===== src/rtl/rr_hold_scheduler.sv =====
// rr_hold_scheduler: round-robin grant of one shared resource, held until done, abandon or timeout
//   clk_i      rising-edge clock
//   rst_ni     asynchronous active-low reset
//   req_i      per-requester level request
//   done_i     end of the current transaction (1-cycle pulse)
//   gnt_o      registered one-hot grant, zero when idle
//   gnt_id_o   index of the granted requester, zero when idle
//   busy_o     high while a grant is held
//   timeout_o  1-cycle pulse on the bubble cycle after a timeout revoke
module rr_hold_scheduler #(
  parameter int N        = 4,
  parameter int MAX_HOLD = 16,
  localparam int ID_W    = $clog2(N),
  localparam int CNT_W   = (MAX_HOLD > 0) ? $clog2(MAX_HOLD + 1) : 1
) (
  input  logic            clk_i,
  input  logic            rst_ni,
  input  logic [N-1:0]    req_i,
  input  logic            done_i,
  output logic [N-1:0]    gnt_o,
  output logic [ID_W-1:0] gnt_id_o,
  output logic            busy_o,
  output logic            timeout_o
);
  typedef enum logic [1:0] {IDLE, BUSY, REL} state_e;
  state_e           state_q;
  logic [N-1:0]     gnt_q;
  logic [ID_W-1:0]  gnt_id_q, ptr_q, pick_d, idx;
  logic [CNT_W-1:0] hold_cnt_q;
  logic             busy_q, timeout_q, tmo, rel;
  // Scan downward from the farthest slot so the nearest asserted request at/after ptr wins.
  always_comb begin
    pick_d = ptr_q;
    idx    = '0;
    for (int i = N - 1; i >= 0; i--) begin
      idx = ID_W'((int'(ptr_q) + i) % N);
      if (req_i[idx]) pick_d = idx;
    end
  end
  assign tmo = (MAX_HOLD != 0) && (hold_cnt_q == CNT_W'(MAX_HOLD - 1));
  assign rel = done_i || !req_i[gnt_id_q] || tmo;
  always_ff @(posedge clk_i or negedge rst_ni) begin
    if (!rst_ni) begin
      state_q    <= IDLE;
      gnt_q      <= '0;
      gnt_id_q   <= '0;
      busy_q     <= 1'b0;
      timeout_q  <= 1'b0;
      ptr_q      <= '0;
      hold_cnt_q <= '0;
    end else begin
      timeout_q <= 1'b0;
      case (state_q)
        BUSY: begin
          if (rel) begin
            state_q   <= REL;
            gnt_q     <= '0;
            gnt_id_q  <= '0;
            busy_q    <= 1'b0;
            ptr_q     <= (gnt_id_q == ID_W'(N - 1)) ? '0 : gnt_id_q + 1'b1;
            // done and abandon take precedence, so only a pure timeout pulses
            timeout_q <= !done_i && req_i[gnt_id_q];
          end else if (hold_cnt_q != '1) begin
            hold_cnt_q <= hold_cnt_q + 1'b1;
          end
        end
        default: begin
          if (|req_i) begin
            state_q    <= BUSY;
            gnt_q      <= N'(1) << pick_d;
            gnt_id_q   <= pick_d;
            busy_q     <= 1'b1;
            hold_cnt_q <= '0;
          end else begin
            state_q <= IDLE;
          end
        end
      endcase
    end
  end
  assign gnt_o     = gnt_q;
  assign gnt_id_o  = gnt_id_q;
  assign busy_o    = busy_q;
  assign timeout_o = timeout_q;
endmodule


===== config.mk =====
export PLATFORM = sky130hd
export DESIGN_NAME = rr_hold_scheduler
export DESIGN_NICKNAME = d
export VERILOG_FILES = /design/src/rtl/rr_hold_scheduler.sv
export SDC_FILE = /design/constraint.sdc
export NUM_CORES = 1
export LEC_CHECK = 0
export CORE_ASPECT_RATIO = 0.75
export CORE_MARGIN = 2
export CORE_UTILIZATION = 54
export CTS_CLUSTER_DIAMETER = 50
export DETAILED_ROUTE_END_ITERATION = 10
export DONT_BUFFER_PORTS = 1
export PLACE_DENSITY_LB_ADDON = 0.1
export SLEW_MARGIN = 20
export SYNTH_ARGS = -nofsm -noshare
export SYNTH_HDL_FRONTEND = slang
export SYNTH_SLANG_ARGS = --single-unit

===== constraint.sdc =====
create_clock -name clk_i -period 2 [get_ports clk_i]
set_clock_uncertainty 0.15 [all_clocks]
set_input_delay 0.4 -clock clk_i [delete_from_list [all_inputs] [get_ports clk_i]]
set_output_delay 0.4 -clock clk_i [all_outputs]
set_load 0.02 [all_outputs]

==> metrics.txt, run 1 <==
Vias 721; clock transition at the registers of the reported paths 100 ps; DR WL/cell 15.7 um; nets 111; Hold Crit Class in -> reg; Site Rows 13; Starting Density 56.1%; Antenna Nets Post-Route 0; Post-synth EDFFs 0; hold slack final 200 ps; first-pass GRT wire length 2980 um; Via-to-Cell Ratio 5.96; HPWL Detailed 1380 um; clk_lat worst skew 300 ps; Mapped Area 948 um2; status completed; Yosys cell types 39; CTS H-tree depth 1; Final Max Tran Viols 0; main area contributors after synthesis dfrtp_1 45%, ha_1 5.3%, nand2_1 4.4%; Leakage 0.493 nW; initial antenna violation count 0; crit-path max FO 5; post-synthesis instance total 91; RD Place Congestion 0.755; Hold Fails Final Rpt 0; most common cell in the netlist dfrtp_1; data required time of the worst path 2050 ps; commonest cells in the netlist 17 x dfrtp_1, 11 x nand2_1, 6 x inv_1; Peak VDD IR 0.886 mV; CTS buffer count 3; Warnings, synthesis 0; Global Route Usage Sum 20.5%; die area 2110 um2; post-synth top area cell dfrtp_1; Post-Route Utilization 63.5%; max-cap check violation count 0; post-synthesis sequential area ratio 44.9%; drt first-iter violations 12; Async SR Flop Fraction 100%; Worst setup startpoint hold_cnt_q[0]$_DFFE_PN0P_; Critical Path Start Type register; Die Y-Extent 40.3 um; diode count 0; Syn Area/Cell 10.4 um2; fin crit period 1990 ps; synthesized net count 102; total gr overflow 0; Worst setup EP type register; CTS max path bufs 2; number of global-route vias before repair 619; DRC 0; crit share post-route 99.5%; Area growth syn-to-layout 13.2%; Hold Crit Start req_i[2]; fraction of layout cells with a size suffix above 1 21.2%; Yosys reg bits 17; worst-path cell chain ha_1 > and3_4 > ha_4 > nor3_2 > a221o_1 > inv_2 > nor2_4 > a32o_1; FMAX 503 MHz; Critical-path top delay cell a221o_1; RSZ-0062 raised after global routing true; final number of setup-violating endpoints 0; Worst slew margin 47.1%; Die X 52.4 um; power density of the placed cells 1360 nW/um2; Crit Path Class reg -> reg; TritonRoute pass-1 iters 4; root buf cell clkbuf_4; Worst-Margin Slew 791 ps; largest net degree at the start of global routing 18; PortBufs 0; Main synth FF type dfrtp_1; Boundary Pins 15; WL final 1900 um; CTS tree yes; Clock Sinks 17; reg2reg start hold_cnt_q[0]$_DFFE_PN0P_; Critical Path AT 2040 ps; Max stage delay on crit path 400 ps; post-synth top area share 44.9%; worst reg-to-reg setup slack 10 ps; Core Box Area 1690 um2
-- routing by layer --
metal  vias up  share of wire [%]  global-route usage (%)
met3         2                4.7                    8.58
met5         -                  0                       0
met4         0               0.74                    5.77
li1        351                  -                       -
met1       354                 51                    29.8
met2        14                 44                    27.5
-- path summary, 6_finish.rpt --
check                           cells after the start                         to
worst max-delay path                                8       gnt_o[2]$_DFFE_PN0P_
worst min-delay path                                2     state_q[0]$_DFFE_PN0P_
worst max register to register                      8       gnt_o[2]$_DFFE_PN0P_
worst min register to register                      1  hold_cnt_q[3]$_DFFE_PN0P_
max in group asynchronous                           1       ptr_q[1]$_DFFE_PN0P_
min in group asynchronous                           1    gnt_id_o[0]$_DFFE_PN0P_
-- cell usage in the layout, fill, tap and decap left out, types with 2 or more instances in the layout --
cell type	count
mux2_4	2
nand2b_1	2
o21ai_1	2
nand2_1	11
inv_1	6
mux2i_1	4
nor2b_1	2
nand3_1	2
nor3b_1	2
clkbuf_4	3
a21oi_1	3
buf_4	6
a32o_1	2
dfrtp_1	17
nor2_1	3
ha_1	3
-- flip-flops by register name, indices dropped and copies added (netlist names) --
signal	count
hold_cnt_q	5
ptr_q	2
busy_o	1
timeout_o	1
state_q	2
gnt_o	4
gnt_id_o	2
-- power by group --
| part | leakage (nW) | total, mW | internal [mW] | switching (mW) |
|---|---|---|---|---|
| clock network | 0.0139 | 0.190 | 0.0762 | 0.114 |
| logic | 0.260 | 0.678 | 0.301 | 0.377 |
| registers | 0.219 | 0.591 | 0.449 | 0.142 |
-- final cells by class --
type | instances | area, um2
multi-input cells | 64 | 509
clock inverters | 1 | 7.51
repair buffers | 7 | 55.1
flip-flops and latches | 17 | 425
inverters | 7 | 26.3
well taps | 22 | 27.5
clock buffers | 3 | 22.5
fillers | 150 | 618
-- metrics by stage --
step | setup TNS, ps | setup slack (ps) | cell area [um2] | instances | total power [mW]
final | 0 | 10.3 | 1070 | 121 | 1.46
after detailed placement | -115 | -43.6 | 986 | 115 | 1.20
after global routing | -431 | -70.7 | 1070 | 121 | 1.58
after CTS | -0.161 | -0.161 | 1040 | 121 | 1.43
after global placement | 0 | 27.0 | 986 | 115 | 1.18
after floorplan | 0 | 2.09 | 951 | 91 | 1.07
-- critical path: cells and delay by family (launching register included) --
family | cells | cell delay (ps)
flops | 1 | 370
fa+ha+maj | 2 | 320
simple gates | 3 | 310
compound gates | 2 | 600
buf+inv | 1 | 130
-- kinds of logic after synthesis --
family                     count (synthesis)  share of synthesized area [%]
and+or+nand+nor                           33                           18.3
AOI/OAI and AO/OA                         21                           18.2
DFF                                       17                           44.9
buffers and inverters                     10                           5.94
muxes                                      6                           7.39
adders and majority gates                  4                           5.28
-- what timing repair did --
| action | in CTS | in global routing |
|---|---|---|
| gates resized for setup | 1 | 7 |
| hold endpoints to repair | 17 | 0 |
| setup buffers | 1 | 0 |
| endpoints found under the setup margin | 4 | 15 |
| gates cloned | 0 | 0 |
| hold buffers | 1 | 0 |
| pin swaps | 1 | 1 |
(Power assumes the default switching activity.)
==> run 2: changes to the inputs <==
- REMOVE_ABC_BUFFERS: not set -> 1
==> run 2 against run 1 <==
Critical path depth decreased by 1. Fmax increased by 2.8%. Sequential share of layout area grew 0.19 points. Clock power is 3% lower. Setup slack improved by 55 ps. Largest cell class unchanged. Highest routed layer unchanged.
==> metrics.txt, run 2 (same netlist as run 1, synthesis figures left out) <==
Core Box Area 1690 um2 (unchanged); Starting Density 56.1% (unchanged); crit-path max FO 5 (unchanged); Area growth syn-to-layout 12.7%; die area 2110 um2 (unchanged); CTS max path bufs 2 (unchanged); DR WL/cell 16.0 um (+1.8%); Clock Sinks 17 (unchanged); combinational share of power 46.6% (about the same); Final Max Tran Viols 0 (unchanged); Global Route Usage Sum 21.1% (+0.63 points); first-pass GRT wire length 3060 um (+2.8%); Worst slew margin 49.4% (+2.3 points); reg2reg start hold_cnt_q[1]$_DFFE_PN0P_; final number of setup-violating endpoints 0 (unchanged); Switch Pwr 0.609 mW (-3.7%); worst r2r path cells 7 (-1); Worst-Margin Slew 757 ps (-34.4 ps); Layout fillers 142 (-5.3%); Clock power frac 12.9% (about the same); fin crit period 1930 ps (-55.0 ps); hold slack final 145 ps (-55.4 ps); Hold Crit Class in -> reg; Reg power frac 40.5% (about the same); Die Y-Extent 40.3 um (unchanged); Antenna Nets Post-Route 0 (unchanged); Critical Path AT 2010 ps (-30 ps); commonest non-fill, non-tap cell in the layout dfrtp_1; Site Rows 13 (unchanged); Worst setup EP type register; max FFs per register 5 (unchanged); Setup WS pre-CTS -16.9 ps (+26.7 ps); FMAX 517 MHz (+2.8%); final std cells w/o fill 122 (+0.83%); TritonRoute pass-1 iters 4 (unchanged); nets 112 (+0.90%); initial antenna violation count 0 (unchanged); Via-to-Cell Ratio 5.99 (+0.56%); Critical Path Start Type register; setup bufs post-CTS 0 (-1); diode count 0 (unchanged); P_int 0.822 mW (-0.46%); RSZ-0062 raised after global routing true; largest net degree at the start of global routing 18 (unchanged); Crit Path Class reg -> reg; CTS tree yes; Boundary Pins 15 (unchanged); critical path capture point ptr_q[0]$_DFFE_PN0P_; Vias 731 (+1.4%); status completed; total gr overflow 0 (unchanged); PortBufs 0 (unchanged); Biggest register hold_cnt_q; WL final 1950 um (+2.6%); HPWL Detailed 1390 um (+1.2%); Hold Fails Final Rpt 0 (unchanged); clk_lat worst skew 290 ps (about the same); fraction of layout cells with a size suffix above 1 22.0% (+0.79 points); power density of the placed cells 1340 nW/um2 (-1.4%); Worst Setup Slack, final 65.3 ps (+55.0 ps); crit share post-route 96.7% (-2.8 points); max-cap check violation count 0 (unchanged); Die X 52.4 um (unchanged); CTS H-tree depth 1 (unchanged); root buf cell clkbuf_4; clock transition at the registers of the reported paths 100 ps (about the same); number of global-route vias before repair 655 (+5.8%); Peak VDD IR 0.855 mV (-3.5%); highest-count cells in the layout ignoring fill and taps 17 x dfrtp_1, 11 x nand2_1, 7 x buf_4; r2r endpoint ptr_q[0]$_DFFE_PN0P_; drt first-iter violations 19 (+7); CTS buffer count 3 (unchanged); data required time of the worst path 2080 ps (+30 ps); worst reg-to-reg setup slack 70 ps (+60 ps); DRC 0 (unchanged); Leakage 0.496 nW (+0.61%); Sw Ratio 42.6% (-0.81 points); Worst setup startpoint hold_cnt_q[1]$_DFFE_PN0P_; placed cell count 117 (+1.7%); RD Place Congestion 0.764 (+1.2%)
[run 2: worst min-delay path by stage]
| stage | start | end | slack [ps] | cells past startpoint |
|---|---|---|---|---|
| after floorplan | rst_ni | busy_o$_DFFE_PN0P_ | -50 | 0 |
| final | req_i[2] | state_q[0]$_DFFE_PN0P_ | 140 | 2 |
| after global routing | req_i[2] | state_q[0]$_DFFE_PN0P_ | 150 | 2 |
| after global placement | rst_ni | timeout_o$_DFF_PN0_ | -50 | 0 |
| after CTS | req_i[2] | state_q[0]$_DFFE_PN0P_ | 140 | 2 |
| after detailed placement | rst_ni | timeout_o$_DFF_PN0_ | -50 | 0 |
[run 2: repair_timing]
action,4_1_cts,5_1_grt
hold buffers,1,0
cloned,0,0
setup endpoints to repair,9,14
gates resized for setup,4,4
endpoints found under the hold margin,17,0
pin swaps,1,2
[run 2: power groups by stage]
stage	Sequential (mW)	Clock, mW	Combinational, mW
floorplan	0.592	0	0.418
global placement	0.582	0	0.628
detailed placement	0.584	0	0.636
CTS	0.577	0.190	0.658
global route	0.597	0.206	0.738
finish	0.580	0.184	0.667
[run 2: layer usage]
layer	vias up	wire [um]	part of all wire, %	global-route usage (%)
li1	351	-	-	-
met1	352	938	48	29.7
met2	24	856	44	30.0
met3	4	141	7.2	9.70
met4	0	14	0.72	3.85
met5	-	0	0	0
[run 2: final cells by class]
type | count | area, um2 | area share, %
inverter | 7 | 26.3 | 2.46
clock buffer | 3 | 22.5 | 2.11
sequential | 17 | 425 | 39.8
timing repair buffer | 8 | 62.6 | 5.85
clock inverter | 1 | 5.00 | 0.468
tap | 22 | 27.5 | 2.58
multi-input combinational | 64 | 499 | 46.7
[run 2: metrics by stage]
stage / cell area [um2] / util, % / setup TNS (ps) / power, mW
after CTS: 1060 / 62.4 / 0 / 1.42
after global placement: 998 / 59.0 / 0 / 1.21
after global routing: 1070 / 63.2 / -86.5 / 1.54
after floorplan: 918 / - / 0 / 1.01
final: 1070 / 63.2 / 0 / 1.43
after detailed placement: 998 / 59.0 / -41.8 / 1.22
[run 2: worst max-delay path, stage by stage, from the launching register on]
cell	delay, ps
dfrtp_1	370
ha_2	180
and3_4	200
ha_4	160
nor3b_2	50
a221o_1	360
or3_1	320
o21ai_1	80
